### config.mk
export PLATFORM = sky130hd
export DESIGN_NAME = alu_issue_station
export DESIGN_NICKNAME = d
export VERILOG_FILES = /design/src/rtl/alu_issue_station.sv
export SDC_FILE = /design/constraint.sdc
export NUM_CORES = 2
export LEC_CHECK = 0
export CAP_MARGIN = 20
export CORE_MARGIN = 2
export CORE_UTILIZATION = 60
export DETAILED_ROUTE_END_ITERATION = 8
export PLACE_DENSITY_LB_ADDON = 0.25
export SYNTH_ARGS = -nofsm -noshare
export SYNTH_HDL_FRONTEND = slang
export SYNTH_SLANG_ARGS = --single-unit
### constraint.sdc
create_clock -name clk -period 6.5 [get_ports clk]
set_input_delay 0.65 -clock clk [delete_from_list [all_inputs] [get_ports clk]]
set_output_delay 0.65 -clock clk [all_outputs]
set_load 0.01 [all_outputs]
### src/rtl/alu_issue_station.sv
`default_nettype none
// +--------------------------------------------------------------------------+
// | Module   : alu_issue_station                                             |
// | Purpose  : Collapsing age-ordered reservation station feeding one ALU;   |
// |            operands wake up from the CDB, oldest ready entry issues.     |
// | Options  : ALU_ISSUE_BYPASS_EN - a CDB-matched operand is selectable in  |
// |            the same cycle it is broadcast.                               |
// | Revision : 1.0 - initial release                                         |
// +--------------------------------------------------------------------------+
module alu_issue_station #(
    parameter int  DATA_WIDTH = 64,
    parameter int  DEPTH      = 4,
    parameter int  TAG_WIDTH  = 4,
    parameter type operation_specification = logic [7:0]
) (
    input  logic                   clk,
    input  logic                   rst_n,
    input  logic                   flush,
    input  logic                   in_valid,
    output logic                   in_ready,
    input  operation_specification in_op_spec,
    input  logic [DATA_WIDTH-1:0]  in_lhs,
    input  logic [DATA_WIDTH-1:0]  in_rhs,
    input  logic                   in_lhs_valid,
    input  logic                   in_rhs_valid,
    input  logic [TAG_WIDTH-1:0]   in_lhs_tag,
    input  logic [TAG_WIDTH-1:0]   in_rhs_tag,
    input  logic [TAG_WIDTH-1:0]   in_dst_tag,
    input  logic                   cdb_valid,
    input  logic [TAG_WIDTH-1:0]   cdb_tag,
    input  logic [DATA_WIDTH-1:0]  cdb_data,
    output logic                   issue_valid,
    input  logic                   issue_ready,
    output logic [DATA_WIDTH-1:0]  alu_lhs,
    output logic [DATA_WIDTH-1:0]  alu_rhs,
    output logic                   alu_lhs_valid,
    output logic                   alu_rhs_valid,
    output operation_specification alu_op_spec,
    output logic [TAG_WIDTH-1:0]   alu_dst_tag
);

    localparam int CNT_W = $clog2(DEPTH + 1);
    localparam int IDX_W = $clog2(DEPTH);

    logic [CNT_W-1:0]        count_q, count_d, w_cnt_after;
    logic [DEPTH-1:0]        lhs_v_q, lhs_v_d, rhs_v_q, rhs_v_d;
    logic [DATA_WIDTH-1:0]   lhs_q [DEPTH];
    logic [DATA_WIDTH-1:0]   lhs_d [DEPTH];
    logic [DATA_WIDTH-1:0]   rhs_q [DEPTH];
    logic [DATA_WIDTH-1:0]   rhs_d [DEPTH];
    logic [TAG_WIDTH-1:0]    lhs_tag_q [DEPTH];
    logic [TAG_WIDTH-1:0]    lhs_tag_d [DEPTH];
    logic [TAG_WIDTH-1:0]    rhs_tag_q [DEPTH];
    logic [TAG_WIDTH-1:0]    rhs_tag_d [DEPTH];
    logic [TAG_WIDTH-1:0]    dst_q [DEPTH];
    logic [TAG_WIDTH-1:0]    dst_d [DEPTH];
    operation_specification  op_q [DEPTH];
    operation_specification  op_d [DEPTH];

    logic                    issue_valid_q, issue_valid_d;
    logic [DATA_WIDTH-1:0]   alu_lhs_q, alu_lhs_d, alu_rhs_q, alu_rhs_d;
    operation_specification  alu_op_q, alu_op_d;
    logic [TAG_WIDTH-1:0]    alu_dst_q, alu_dst_d;

    logic [DEPTH-1:0]        w_lhs_v, w_rhs_v, w_elig;
    logic [DATA_WIDTH-1:0]   w_lhs [DEPTH];
    logic [DATA_WIDTH-1:0]   w_rhs [DEPTH];
    logic                    w_new_lhs_v, w_new_rhs_v, w_new_elig;
    logic [DATA_WIDTH-1:0]   w_new_lhs, w_new_rhs;
    logic                    w_found, w_load, w_alloc;
    logic                    w_take_held, w_take_new, w_store_new;
    logic [IDX_W-1:0]        w_sel;

    assign in_ready      = (count_q < CNT_W'(DEPTH));
    assign issue_valid   = issue_valid_q;
    assign alu_lhs_valid = issue_valid_q;
    assign alu_rhs_valid = issue_valid_q;
    assign alu_lhs       = alu_lhs_q;
    assign alu_rhs       = alu_rhs_q;
    assign alu_op_spec   = alu_op_q;
    assign alu_dst_tag   = alu_dst_q;

    // CDB wakeup of held entries and of the operation being allocated.
    always_comb begin
        w_lhs_v = '0;
        w_rhs_v = '0;
        w_elig  = '0;
        for (int i = 0; i < DEPTH; i++) begin
            w_lhs_v[i] = lhs_v_q[i] | (cdb_valid && (lhs_tag_q[i] == cdb_tag));
            w_rhs_v[i] = rhs_v_q[i] | (cdb_valid && (rhs_tag_q[i] == cdb_tag));
            w_lhs[i]   = lhs_v_q[i] ? lhs_q[i] : (w_lhs_v[i] ? cdb_data : lhs_q[i]);
            w_rhs[i]   = rhs_v_q[i] ? rhs_q[i] : (w_rhs_v[i] ? cdb_data : rhs_q[i]);
`ifdef ALU_ISSUE_BYPASS_EN
            w_elig[i]  = (i < int'(count_q)) && w_lhs_v[i] && w_rhs_v[i];
`else
            w_elig[i]  = (i < int'(count_q)) && lhs_v_q[i] && rhs_v_q[i];
`endif
        end
        w_new_lhs_v = in_lhs_valid | (cdb_valid && (in_lhs_tag == cdb_tag));
        w_new_rhs_v = in_rhs_valid | (cdb_valid && (in_rhs_tag == cdb_tag));
        w_new_lhs   = in_lhs_valid ? in_lhs : cdb_data;
        w_new_rhs   = in_rhs_valid ? in_rhs : cdb_data;
`ifdef ALU_ISSUE_BYPASS_EN
        w_new_elig  = w_new_lhs_v & w_new_rhs_v;
`else
        w_new_elig  = in_lhs_valid & in_rhs_valid;
`endif
    end

    // Oldest ready held entry wins; the incoming op only issues directly when none is ready.
    always_comb begin
        w_found = 1'b0;
        w_sel   = '0;
        for (int i = DEPTH - 1; i >= 0; i--) begin
            if (w_elig[i]) begin
                w_found = 1'b1;
                w_sel   = IDX_W'(i);
            end
        end
        w_load      = ~issue_valid_q | issue_ready;
        w_alloc     = in_valid & in_ready & ~flush;
        w_take_held = w_load & w_found;
        w_take_new  = w_load & ~w_found & w_alloc & w_new_elig;
        w_store_new = w_alloc & ~w_take_new;
    end

    always_comb begin
        lhs_d     = w_lhs;
        rhs_d     = w_rhs;
        lhs_v_d   = w_lhs_v;
        rhs_v_d   = w_rhs_v;
        lhs_tag_d = lhs_tag_q;
        rhs_tag_d = rhs_tag_q;
        dst_d     = dst_q;
        op_d      = op_q;

        if (w_take_held) begin
            for (int j = 0; j < DEPTH - 1; j++) begin
                if (j >= int'(w_sel)) begin
                    lhs_d[j]     = w_lhs[j+1];
                    rhs_d[j]     = w_rhs[j+1];
                    lhs_v_d[j]   = w_lhs_v[j+1];
                    rhs_v_d[j]   = w_rhs_v[j+1];
                    lhs_tag_d[j] = lhs_tag_q[j+1];
                    rhs_tag_d[j] = rhs_tag_q[j+1];
                    dst_d[j]     = dst_q[j+1];
                    op_d[j]      = op_q[j+1];
                end
            end
        end

        w_cnt_after = count_q - CNT_W'(w_take_held);
        if (w_store_new) begin
            for (int j = 0; j < DEPTH; j++) begin
                if (j == int'(w_cnt_after)) begin
                    lhs_d[j]     = w_new_lhs;
                    rhs_d[j]     = w_new_rhs;
                    lhs_v_d[j]   = w_new_lhs_v;
                    rhs_v_d[j]   = w_new_rhs_v;
                    lhs_tag_d[j] = in_lhs_tag;
                    rhs_tag_d[j] = in_rhs_tag;
                    dst_d[j]     = in_dst_tag;
                    op_d[j]      = in_op_spec;
                end
            end
        end
        count_d = w_cnt_after + CNT_W'(w_store_new);

        issue_valid_d = issue_valid_q;
        alu_lhs_d     = alu_lhs_q;
        alu_rhs_d     = alu_rhs_q;
        alu_op_d      = alu_op_q;
        alu_dst_d     = alu_dst_q;
        if (w_load) begin
            issue_valid_d = w_take_held | w_take_new;
            if (w_take_held) begin
                for (int i = 0; i < DEPTH; i++) begin
                    if (i == int'(w_sel)) begin
                        alu_lhs_d = w_lhs[i];
                        alu_rhs_d = w_rhs[i];
                        alu_op_d  = op_q[i];
                        alu_dst_d = dst_q[i];
                    end
                end
            end else if (w_take_new) begin
                alu_lhs_d = w_new_lhs;
                alu_rhs_d = w_new_rhs;
                alu_op_d  = in_op_spec;
                alu_dst_d = in_dst_tag;
            end
        end

        if (flush) begin
            count_d       = '0;
            lhs_v_d       = '0;
            rhs_v_d       = '0;
            issue_valid_d = 1'b0;
        end
    end

    always_ff @(posedge clk or negedge rst_n) begin
        if (!rst_n) begin
            count_q       <= '0;
            lhs_v_q       <= '0;
            rhs_v_q       <= '0;
            issue_valid_q <= 1'b0;
            alu_lhs_q     <= '0;
            alu_rhs_q     <= '0;
            alu_op_q      <= '0;
            alu_dst_q     <= '0;
            for (int i = 0; i < DEPTH; i++) begin
                lhs_q[i]     <= '0;
                rhs_q[i]     <= '0;
                lhs_tag_q[i] <= '0;
                rhs_tag_q[i] <= '0;
                dst_q[i]     <= '0;
                op_q[i]      <= '0;
            end
        end else begin
            count_q       <= count_d;
            lhs_v_q       <= lhs_v_d;
            rhs_v_q       <= rhs_v_d;
            issue_valid_q <= issue_valid_d;
            alu_lhs_q     <= alu_lhs_d;
            alu_rhs_q     <= alu_rhs_d;
            alu_op_q      <= alu_op_d;
            alu_dst_q     <= alu_dst_d;
            lhs_q         <= lhs_d;
            rhs_q         <= rhs_d;
            lhs_tag_q     <= lhs_tag_d;
            rhs_tag_q     <= rhs_tag_d;
            dst_q         <= dst_d;
            op_q          <= op_d;
        end
    end

endmodule
`default_nettype wire

==> impl_metrics.yaml <==
power_and_ir_drop:
  power_switching_mw: 5.956
  p_int_mw: 11.77
  clkPwrFrac_pct: 26.2
  power_leakage_nw: 20.93
  p_total_mw: 17.73
  seq_power_share_pct: 43.9
  combPwrFrac_pct: 29.9
  peakVddDrop_uv: 220.3
  p_per_area_nw_per_um2: 362.1
  switching_share_pct: 33.60
sta:
  fin_tns_setup_ps: 0
  relSlewSlack_pct: 18.14
  rsz0062_at_grt: "false"
  tightest_slew_ps: 1228
  setup_violations: 0
  slew_violations: 0
  clock-skew-final_ps: 23.36
  period_needed_ps: 5226
  fmax_mhz: 191.3
  layout_worst_path_cycle_share_pct: 80.40
  hold_viol: 0
floorplan:
  die_h_um: 270.2
  core_um2: 70150
  die-area_um2: 73000
  die_w_um: 270.2
  row_count: 97
  initial_core_util_pct: 60.60
  io_pins: 368
route:
  ant_nets: 0
  vias: 42870
  totalWireLength_mm: 168.4
  via_per_inst: 7.600
  drc: 11
  drt_iter0_markers: 6930
  wl_per_cell_um: 29.85
  drtPass1Iterations: 9
cts:
  cts_root_buffer: "clkbuf_16"
  cts_buffers: 79
  cts.htree.levels: 3
  clk_pin_slew_worst_paths_ps: 60
  ctsResizeCount: 0
  clockBufferDepth: 3
  cts_setup_buffers: 0
  cts_sinks: 744
  clk_latency_ps: 640
  cts_tree: "built"
  holdBufCountCts: 0
global_routing:
  grt_pass1_vias: 42410
  gr-usage-all-layers_pct: 44.76
  grt_pass1_wl_mm: 253.5
  grt_start_max_net_pins: 161
  overflow: 0
  busiest_layer: "met2"
  antenna_found_initial: 6
  use_met3_pct: 14.03
  met1_usage_pct: 57.20
  grtUsageMet2_pct: 64.71
critical_path:
  critical-path-slowest-cell: "buf_12"
  endpoint_kind: "register"
  cp_data_required_time_ps: 7080
  crit_arrival_ps: 5810
  max_stage_delay_ps: 690
  critPathMaxFanout: 131
  cp-start-kind: "register"
  path_cells: "o211ai_1, buf_4, o211ai_1, o21ai_4, inv_2, ha_1, ha_1, nor4b_2, and3b_1, a21boi_4, buf_12, a21oi_1, a21oi_2, buf_4, a221o_1"
  worst_r2r_path_depth: 15
  crit_type: "reg2reg"
yosys:
  syn_nets: 4861
  async_reset_ff_share_pct: 100.0
  synth_simple_gate_area_share_pct: 13.21
  synth_edf_count: 0
  synth_compound_area_share_pct: 26.49
  synth_ff_type: "dfrtp_1"
  yosys.area.top_type: "dfrtp_1"
  yosysSeqAreaShare_pct: 43.80
  synth_cells: 4634
  synth_fa_ha_area_share_pct: 0.08830
  yosys-mux-area-fraction_pct: 10.25
  synth_xor_area_share_pct: 0.8859
  postSynthAreaPerCell_um2: 9.174
  synth_area_um2: 42510
  synth_top_family_by_area: "compound AO/OA/AOI/OAI gates"
  ys_warn_count: 0
  synth-seq-cells: 744
  synth_area_leaders: "dfrtp_1 44%, mux2i_1 8.0%, o22ai_1 4.5%, o21ai_0 4.4%, nand2_1 4.3%"
  synth_cell_types: 71
  yosysTopAreaCellShare_pct: 43.80
placement:
  place.port_buffers: 367
  finalWeightedCongestion: 0.9150
  dpl.hpwl_mm: 90.91
run_status:
  violations: "design-rule violations"
  status: "finished, violations left"
cells_and_area:
  drive_gt1_share_pct: 8.174
  area_growth_pct: 15.16
  nets: 4865
run:
  cap_violations: 0
worst_hold_path:
  hold_path.class: "in2async"
stage by stage:
stage	hold WS, ps	cell area, um2	worst slack (ps)	util, %	instances
floorplan	354.4	42510	2571	-	4634
global placement	483.5	46250	1436	65.93	5493
detailed placement	487.0	46300	1341	66.00	5495
CTS	98.88	48900	1331	69.71	5636
global route	118.4	48950	1045	69.78	5639
finish	75.10	48960	1274	69.79	5641
final timing paths:
path / start / end / slack (ps)
max: count_q[2] / rhs_q[86] / 1270
max reg2reg: count_q[2] / rhs_q[86] / 1270
min reg2reg: op_q[7] / op_q[7] / 510
max in group asynchronous: rst_n / rhs_q[30] / 4960
min: rst_n / alu_rhs[40] / 80
min in group clk: op_q[7] / op_q[7] / 510
critical path, delay by kind of cell (launching register included):
family                     cells  cell delay [ps]
adders and majority gates      2              460
DFF                            1              560
and+or+nand+nor                2              660
buffers and inverters          4             1860
AOI/OAI and AO/OA              7             1590
flip-flops by register name, summed over array words and instances, names as in the netlist:
| register | flops |
|---|---|
| count_q | 3 |
| alu_lhs_valid | 1 |
| alu_dst_tag | 4 |
| lhs_tag_q | 16 |
| op_q | 32 |
| lhs_q | 256 |
| rhs_v_q | 4 |
| alu_op_spec | 8 |
| alu_lhs | 64 |
| lhs_v_q | 4 |
| alu_rhs | 64 |
| dst_q | 16 |
| rhs_q | 256 |
| rhs_tag_q | 16 |
per-layer routing:
metal | routed length [um] | vias up
li1 | - | 17550
met1 | 58480 | 20480
met2 | 71080 | 3899
met3 | 25700 | 935
met4 | 13090 | 6
met5 | 34 | -
cells in the final DEF, fill, tap and decap left out, types with 141 or more instances in the layout:
cell               n
a221oi_1         152
nand2_1          480
clkdlybuf4s50_1  364
a21oi_1          213
nand3_1          141
dfrtp_1          744
o21ai_0          371
nor2_1           359
mux2i_1          338
o22ai_1          309
cell type report:
| cell class | count | area (um2) |
|---|---|---|
| timing repair buffer | 456 | 4594 |
| multi-input combinational | 3352 | 21940 |
| clock inverter | 20 | 214.0 |
| antenna | 3 | 7.507 |
| inverter | 5 | 18.77 |
| sequential | 744 | 18620 |
| fill | 5439 | 21190 |
| clock buffer | 121 | 2390 |
| tap | 940 | 1176 |
power groups by stage:
| stage | sequential [mW] | combinational [mW] | clock (mW) |
|---|---|---|---|
| 3_5_place_dp | 7.75 | 5.13 | 0 |
| 5_1_grt | 7.95 | 5.74 | 4.84 |
| 2_1_floorplan | 7.45 | 3.51 | 0 |
| 6_report | 7.79 | 5.30 | 4.64 |
| 4_1_cts | 7.70 | 5.18 | 4.63 |
| 3_3_place_gp | 7.70 | 4.94 | 0 |
cells by family (layout without fill, tap and decap cells):
logic type	count (synthesis)	count (layout)
simple gates	1243	1243
buf+inv	538	602
mux	425	425
compound gates	1638	1638
fa+ha+maj	3	3
other cells	0	3
xor+xnor	43	43
flops	744	744
Yosys cell counts (4+ instances only):
library cell	number
a211oi_1	43
a211oi_2	24
a21o_1	15
a21oi_1	215
a221o_1	33
a221oi_1	152
a222oi_1	32
a22o_1	11
a2bb2oi_1	6
a311oi_1	37
a31oi_1	74
a32oi_1	4
a41o_1	27
and2_1	32
and3_1	36
buf_1	33
buf_2	110
buf_4	23
clkbuf_1	367
dfrtp_1	744
inv_1	4
mux2_2	84
mux2i_1	341
nand2_1	488
nand3_1	142
nand3b_1	5
nand4b_1	36
nor2_1	369
nor2b_1	34
nor3_1	13
nor3b_1	32
o211ai_1	66
o21ai_0	371
o21ai_1	6
o221ai_1	125
o22a_1	37
o22ai_1	309
o311ai_0	27
or3_1	38
xnor2_1	22
xor2_1	21
Power figures use the tool's default switching activity.
